## src/rtl/cayde_pkg.sv

```systemverilog
// Shared decode/ALU types: ALU op encoding, RV32I opcode constants, registered decode bundle.
// Latency: n/a (types and pure functions only).
// Backpressure: n/a.
package cayde_pkg;

   // ALU_ADD must stay at encoding 0: it is the reset and illegal-bundle value.
   typedef enum logic [3:0] {
      ALU_ADD  = 4'd0,
      ALU_SUB  = 4'd1,
      ALU_SLL  = 4'd2,
      ALU_SLT  = 4'd3,
      ALU_SLTU = 4'd4,
      ALU_XOR  = 4'd5,
      ALU_SRL  = 4'd6,
      ALU_SRA  = 4'd7,
      ALU_OR   = 4'd8,
      ALU_AND  = 4'd9
   } alu_op_e;

   localparam logic [6:0] OPC_OP     = 7'b0110011;
   localparam logic [6:0] OPC_OP_IMM = 7'b0010011;
   localparam logic [6:0] OPC_LUI    = 7'b0110111;
   localparam logic [6:0] OPC_AUIPC  = 7'b0010111;

   localparam logic [6:0] F7_BASE = 7'b0000000;
   localparam logic [6:0] F7_ALT  = 7'b0100000;

   typedef struct packed {
      alu_op_e     alu_op;
      logic [4:0]  rs1_addr;
      logic [4:0]  rs2_addr;
      logic [4:0]  rd_addr;
      logic [31:0] imm;
      logic        sel_imm;
      logic        sel_pc;
      logic        sel_zero;
      logic        we;
      logic        illegal;
      logic [31:0] pc;
   } dec_bundle_t;

   // funct3 -> op for the funct7=0 / non-alternate encodings shared by OP and OP-IMM.
   function automatic alu_op_e f3_to_op(input logic [2:0] f3);
      alu_op_e op;
      case (f3)
         3'b000:  op = ALU_ADD;
         3'b001:  op = ALU_SLL;
         3'b010:  op = ALU_SLT;
         3'b011:  op = ALU_SLTU;
         3'b100:  op = ALU_XOR;
         3'b101:  op = ALU_SRL;
         3'b110:  op = ALU_OR;
         default: op = ALU_AND;
      endcase
      return op;
   endfunction

endpackage

```

## src/rtl/cayde_imm_gen.sv

```systemverilog
// Immediate generator: I-type sign-extend, shift shamt, U-type upper, chosen by opcode.
// Latency: combinational.
// Backpressure: none.
// Ports: instr (32b instruction word in), imm (32b shaped immediate out; 0 for non-immediate opcodes).
module cayde_imm_gen
   import cayde_pkg::*;
(
   input  logic [31:0] instr,
   output logic [31:0] imm
);

   logic [2:0] f3;
   assign f3 = instr[14:12];

   always_comb begin
      imm = 32'h0;
      case (instr[6:0])
         OPC_OP_IMM: begin
            // Shifts carry shamt in the low immediate bits; funct7 is not part of the value.
            if (f3 == 3'b001 || f3 == 3'b101) imm = {27'b0, instr[24:20]};
            else                              imm = {{20{instr[31]}}, instr[31:20]};
         end
         OPC_LUI, OPC_AUIPC: imm = {instr[31:12], 12'b0};
         default:            imm = 32'h0;
      endcase
   end

endmodule

```

## src/rtl/cayde_alu_decode.sv

```systemverilog
// Decode stage: RV32I OP/OP-IMM/LUI/AUIPC into a registered bundle for cayde_alu; counts illegal bundles.
// Latency: 1 cycle from accept to dec_valid_o.
// Backpressure: instr_ready_o = !flush_i && (!dec_valid_o || dec_ready_i); payload held while stalled.
// Ports: clk_i/rst_ni; flush_i; fetch side instr_valid_i/instr_ready_o/instr_i/pc_i;
//        execute side dec_valid_o/dec_ready_i plus alu_op_o, rs1/rs2/rd_addr_o, imm_o,
//        sel_imm_o/sel_pc_o/sel_zero_o, we_o, illegal_o, pc_o; illegal_cnt_o (saturating).
module cayde_alu_decode
   import cayde_pkg::*;
#(
   parameter int CNT_W = 16
) (
   input  logic             clk_i,
   input  logic             rst_ni,
   input  logic             flush_i,
   input  logic             instr_valid_i,
   output logic             instr_ready_o,
   input  logic [31:0]      instr_i,
   input  logic [31:0]      pc_i,
   output logic             dec_valid_o,
   input  logic             dec_ready_i,
   output alu_op_e          alu_op_o,
   output logic [4:0]       rs1_addr_o,
   output logic [4:0]       rs2_addr_o,
   output logic [4:0]       rd_addr_o,
   output logic [31:0]      imm_o,
   output logic             sel_imm_o,
   output logic             sel_pc_o,
   output logic             sel_zero_o,
   output logic             we_o,
   output logic             illegal_o,
   output logic [31:0]      pc_o,
   output logic [CNT_W-1:0] illegal_cnt_o
);

   localparam logic [CNT_W-1:0] CNT_ONE = {{(CNT_W-1){1'b0}}, 1'b1};
   localparam logic [CNT_W-1:0] CNT_MAX = {CNT_W{1'b1}};

   logic [6:0]  opc;
   logic [2:0]  f3;
   logic [6:0]  f7;
   logic [31:0] imm_raw;
   logic        legal;
   dec_bundle_t dec;
   dec_bundle_t dec_q;
   logic        valid_q;
   logic [CNT_W-1:0] cnt_q;
   logic        accept;
   logic        out_hs;

   assign opc = instr_i[6:0];
   assign f3  = instr_i[14:12];
   assign f7  = instr_i[31:25];

   cayde_imm_gen u_imm_gen (
      .instr (instr_i),
      .imm   (imm_raw)
   );

   always_comb begin
      legal        = 1'b0;
      dec          = '0;
      dec.alu_op   = ALU_ADD;
      dec.rd_addr  = instr_i[11:7];
      dec.pc       = pc_i;
      case (opc)
         OPC_OP: begin
            dec.rs1_addr = instr_i[19:15];
            dec.rs2_addr = instr_i[24:20];
            if (f7 == F7_BASE) begin
               legal      = 1'b1;
               dec.alu_op = f3_to_op(f3);
            end else if (f7 == F7_ALT && (f3 == 3'b000 || f3 == 3'b101)) begin
               legal      = 1'b1;
               dec.alu_op = (f3 == 3'b000) ? ALU_SUB : ALU_SRA;
            end
         end
         OPC_OP_IMM: begin
            dec.rs1_addr = instr_i[19:15];
            dec.sel_imm  = 1'b1;
            case (f3)
               3'b001: begin
                  legal      = (f7 == F7_BASE);
                  dec.alu_op = ALU_SLL;
               end
               3'b101: begin
                  legal      = (f7 == F7_BASE) || (f7 == F7_ALT);
                  dec.alu_op = (f7 == F7_ALT) ? ALU_SRA : ALU_SRL;
               end
               default: begin
                  legal      = 1'b1;
                  dec.alu_op = f3_to_op(f3);
               end
            endcase
         end
         OPC_LUI: begin
            legal        = 1'b1;
            dec.sel_zero = 1'b1;
            dec.sel_imm  = 1'b1;
         end
         OPC_AUIPC: begin
            legal       = 1'b1;
            dec.sel_pc  = 1'b1;
            dec.sel_imm = 1'b1;
         end
         default: legal = 1'b0;
      endcase
      dec.imm = imm_raw;
      // Illegal bundles still travel to execute (which traps) but must be side-effect free.
      if (!legal) begin
         dec.alu_op   = ALU_ADD;
         dec.sel_imm  = 1'b0;
         dec.sel_pc   = 1'b0;
         dec.sel_zero = 1'b0;
         dec.imm      = 32'h0;
      end
      dec.illegal = !legal;
      dec.we      = legal && (instr_i[11:7] != 5'd0);
   end

   assign instr_ready_o = !flush_i && (!valid_q || dec_ready_i);
   assign accept        = instr_valid_i && instr_ready_o;
   assign out_hs        = valid_q && dec_ready_i;

   always_ff @(posedge clk_i or negedge rst_ni) begin
      if (!rst_ni) begin
         valid_q <= 1'b0;
         dec_q   <= '0;
         cnt_q   <= '0;
      end else begin
         // A flushed bundle never counts as delivered, even if execute was ready.
         if (out_hs && !flush_i && dec_q.illegal && cnt_q != CNT_MAX)
            cnt_q <= cnt_q + CNT_ONE;
         if (flush_i)     valid_q <= 1'b0;
         else if (accept) valid_q <= 1'b1;
         else if (out_hs) valid_q <= 1'b0;
         if (accept) dec_q <= dec;
      end
   end

   assign dec_valid_o   = valid_q;
   assign alu_op_o      = dec_q.alu_op;
   assign rs1_addr_o    = dec_q.rs1_addr;
   assign rs2_addr_o    = dec_q.rs2_addr;
   assign rd_addr_o     = dec_q.rd_addr;
   assign imm_o         = dec_q.imm;
   assign sel_imm_o     = dec_q.sel_imm;
   assign sel_pc_o      = dec_q.sel_pc;
   assign sel_zero_o    = dec_q.sel_zero;
   assign we_o          = dec_q.we;
   assign illegal_o     = dec_q.illegal;
   assign pc_o          = dec_q.pc;
   assign illegal_cnt_o = cnt_q;

endmodule
```

## config.mk

```make
export PLATFORM = sky130hd
export DESIGN_NAME = cayde_alu_decode
export DESIGN_NICKNAME = d
export VERILOG_FILES = /design/src/rtl/cayde_pkg.sv /design/src/rtl/cayde_imm_gen.sv /design/src/rtl/cayde_alu_decode.sv
export SDC_FILE = /design/constraint.sdc
export NUM_CORES = 1
export LEC_CHECK = 0
export BUFFER_PORTS_ARGS = -buffer_cell sky130_fd_sc_hd__buf_2
export CAP_MARGIN = 25
export CORE_UTILIZATION = 54
export DETAILED_ROUTE_END_ITERATION = 16
export PLACE_DENSITY = 0.91
export SLEW_MARGIN = 15
export SYNTH_ARGS = -nofsm -noshare
export SYNTH_HDL_FRONTEND = slang
export SYNTH_HIERARCHICAL = 1
export SYNTH_SLANG_ARGS = --single-unit
```

## constraint.sdc

```tcl
create_clock -name clk_i -period 2.6 [get_ports clk_i]
set_clock_uncertainty 0.1 [all_clocks]
set_input_delay 0.39 -clock clk_i [delete_from_list [all_inputs] [get_ports clk_i]]
set_output_delay 0.39 -clock clk_i [all_outputs]
set_load 0.005 [all_outputs]
```

==> results.sh <==
export IMPL_yosys_cell_count_top_type="nand2_1"
export IMPL_via_per_inst=5.65
export IMPL_avgSynthCellArea_um2=10.3
export IMPL_drive_gt1_share_pct=35.1
export IMPL_fin_tns_setup_ps=0
export IMPL_final_antenna_net_count=0
export IMPL_synth_ff_type="dfrtp_1"
export IMPL_synth_nets=547
export IMPL_peakVddDrop_mv=0.338
export IMPL_synth_largest_area_cell="dfrtp_1"
export IMPL_yosysSeqAreaShare_pct=53.5
export IMPL_slowest_delay_ps=580
export IMPL_power_frac_comb_pct=15.2
export IMPL_period_minus_slack_ps=2050
export IMPL_placed_area_um2=5800
export IMPL_crit_fanout=37
export IMPL_crit_arrival_ps=2240
export IMPL_grt_remaining_overflow=0
export IMPL_p_int_mw=2.35
export IMPL_status="complete, no violations"
export IMPL_clock_sinks=105
export IMPL_ys_async_sr_fraction_pct=100
export IMPL_switching_power_mw=0.946
export IMPL_cellPowerDensity_nw_per_um2=548
export IMPL_swShare_pct=28.7
export IMPL_cp_required_ps=2790
export IMPL_worstPathCellList="nor2b_1, or3_2, nor2_8, a32o_1"
export IMPL_path_buf_inv=0
export IMPL_nFillCells=696
export IMPL_critPathTopFamily="simple AND/OR/NAND/NOR gates"
export IMPL_rsz0062_at_grt="no"
export IMPL_core_area_um2=8760
export IMPL_numPortBuffers=174
export IMPL_grt_pass1_vias=4114
export IMPL_cts_htree_levels=3
export IMPL_path_clk_slew_ps=110
export IMPL_initial_utilization_pct=56.0
export IMPL_synthDistinctLibCells=53
export IMPL_worstSetupStartpointType="flop"
export IMPL_fin_area_um2=6000
export IMPL_min_period_over_period_pct=78.9
export IMPL_drv_cap=0
export IMPL_max_freq_mhz=488
export IMPL_cp_end_kind="flop"
export IMPL_wire_per_inst_um=16.2
export IMPL_area_growth_pct=22.2
export IMPL_pwr_share_seq_pct=56.0
export IMPL_cts_buffers=9
export IMPL_yosys_top_cells_count="142 x nand2_1, 105 x dfrtp_1, 37 x a32o_1"
export IMPL_synth_top_cell_area_share_pct=53.5
export IMPL_antenna_cells=0
export IMPL_synth_warnings=6
export IMPL_wirelength_um=12200
export IMPL_cts_root_buf="clkbuf_8"
export IMPL_grt_max_degree=106
export IMPL_final_hold_viol_count=0
export IMPL_cts_resized=0
export IMPL_antenna_found_initial=0
export IMPL_die_area_um2=9480
export IMPL_place_congestion=0.845
export IMPL_rows=34
export IMPL_track_usage_pct=26.3
export IMPL_vias=4244
export IMPL_synth_edff_count=0
export IMPL_die_x_um=97.4
export IMPL_syn_inst=477
export IMPL_drcViolationCount=0
export IMPL_yosys_top_cells_area="dfrtp_1 54%, nand2_1 11%, a32o_1 7.5%, xor2_1 2.0%, a21oi_1 1.9%"
export IMPL_synthesis_area_um2=4910
export IMPL_dpl_hpwl_um=8680
export IMPL_drt_iter0_drc=199
export IMPL_slew_headroom_pct=49.5
export IMPL_grt_pass1_wl_um=20200
export IMPL_clk_latency_ps=360
export IMPL_worstMarginPinSlew_ps=750
export IMPL_setup_viol=0
export IMPL_worstSetupPathType="reg -> reg"
export IMPL_first_pass_iters=5
export IMPL_hold_path_class="in -> reg"
export IMPL_fin_nets=708
export IMPL_slew_violations=0
export IMPL_slowest_stage="or3_2"
export IMPL_tritoncts="yes"
export IMPL_ys_ff_latch=105
export IMPL_max_clock_path_buffers=2
export IMPL_clkPwrFrac_pct=28.8
export IMPL_p_leak_nw=3.28
export IMPL_die_y_um=97.4
export IMPL_io_pins=175
-- kinds of logic after synthesis --
| kind of cell | synth area share [%] |
|---|---|
| muxes | 0.917 |
| adders and majority gates | 0.255 |
| buffers and inverters | 4.87 |
| xor gates and xnor gates | 2.32 |
| AOI/OAI and AO/OA | 15.6 |
| and+or+nand+nor | 22.5 |
| DFF | 53.5 |
-- stage by stage --
stage	setup WS (ps)	power (mW)	cells	utilization (%)	hold WS, ps
2_1_floorplan	819	2.10	477	-	-5.59
3_3_place_gp	442	2.35	734	66.2	351
3_5_place_dp	336	2.38	734	66.2	362
4_1_cts	544	3.32	751	68.5	94.8
5_1_grt	436	3.46	751	68.5	104
6_report	549	3.29	751	68.5	105
-- layout make-up --
class / instances / area (µm²) / area share, %
clock inverters: 6 / 51.3 / 0.855
well taps: 108 / 135 / 2.25
clock buffers: 10 / 138 / 2.29
inverters: 6 / 22.5 / 0.375
repair buffers: 184 / 976 / 16.3
flip-flops and latches: 105 / 2630 / 43.8
multi-input cells: 332 / 2050 / 34.2
-- what timing repair did --
item | 4_1_cts | 5_1_grt
hold buffers | 1 | 0
setup buffers | 0 | 0
endpoints found under the hold margin | 2 | 0
-- power groups by stage --
stage          combinational [mW]  clock (mW)  sequential [mW]
2_1_floorplan               0.225           0             1.88
3_3_place_gp                0.487           0             1.86
3_5_place_dp                0.504           0             1.88
4_1_cts                     0.507       0.974             1.84
5_1_grt                     0.568        1.04             1.86
6_report                    0.501       0.948             1.84
-- metal layers --
metal | up-vias | wire [µm] | global-route usage (%)
li1 | 1993 | - | -
met1 | 2032 | 5190 | 35.5
met2 | 209 | 5840 | 42.7
met3 | 10 | 1020 | 6.04
met4 | 0 | 123 | 7.69
met5 | - | 0 | 0
-- tightest hold or removal path: stages --
cell     delay, ps
buf_2           70
nand2_1         40
nand2_1         50
-- cell usage in the layout (no fill, tap or decap), drive strengths merged, types with 10 or more instances in the layout --
master	instances
and3	11
nand2	142
a22o	10
a21oi	29
xor2	11
a32o	37
buf	183
nor2	17
clkbuf	10
dfrtp	105
-- registers in the layout, indices dropped and copies added (netlist names) --
signal,cells
sel_imm_o,1
imm_o,32
illegal_cnt_o,16
alu_op_o,4
sel_pc_o,1
rd_addr_o,5
dec_valid_o,1
rs1_addr_o,5
illegal_o,1
sel_zero_o,1
rs2_addr_o,5
we_o,1
pc_o,32
-- worst paths after layout --
kind | start | endpoint | slack, ps | cells after the start
max | dec_valid_o | imm_o[1] | 550 | 4
min | pc_i[18] | pc_o[18] | 110 | 3
max reg2reg | dec_valid_o | imm_o[1] | 550 | 4
min reg2reg | sel_imm_o | sel_imm_o | 380 | 2
max in group asynchronous | rst_ni | sel_imm_o | 1460 | 3
min in group asynchronous | rst_ni | imm_o[21] | 520 | 3
Note: power is estimated with default switching activity, not from simulation.
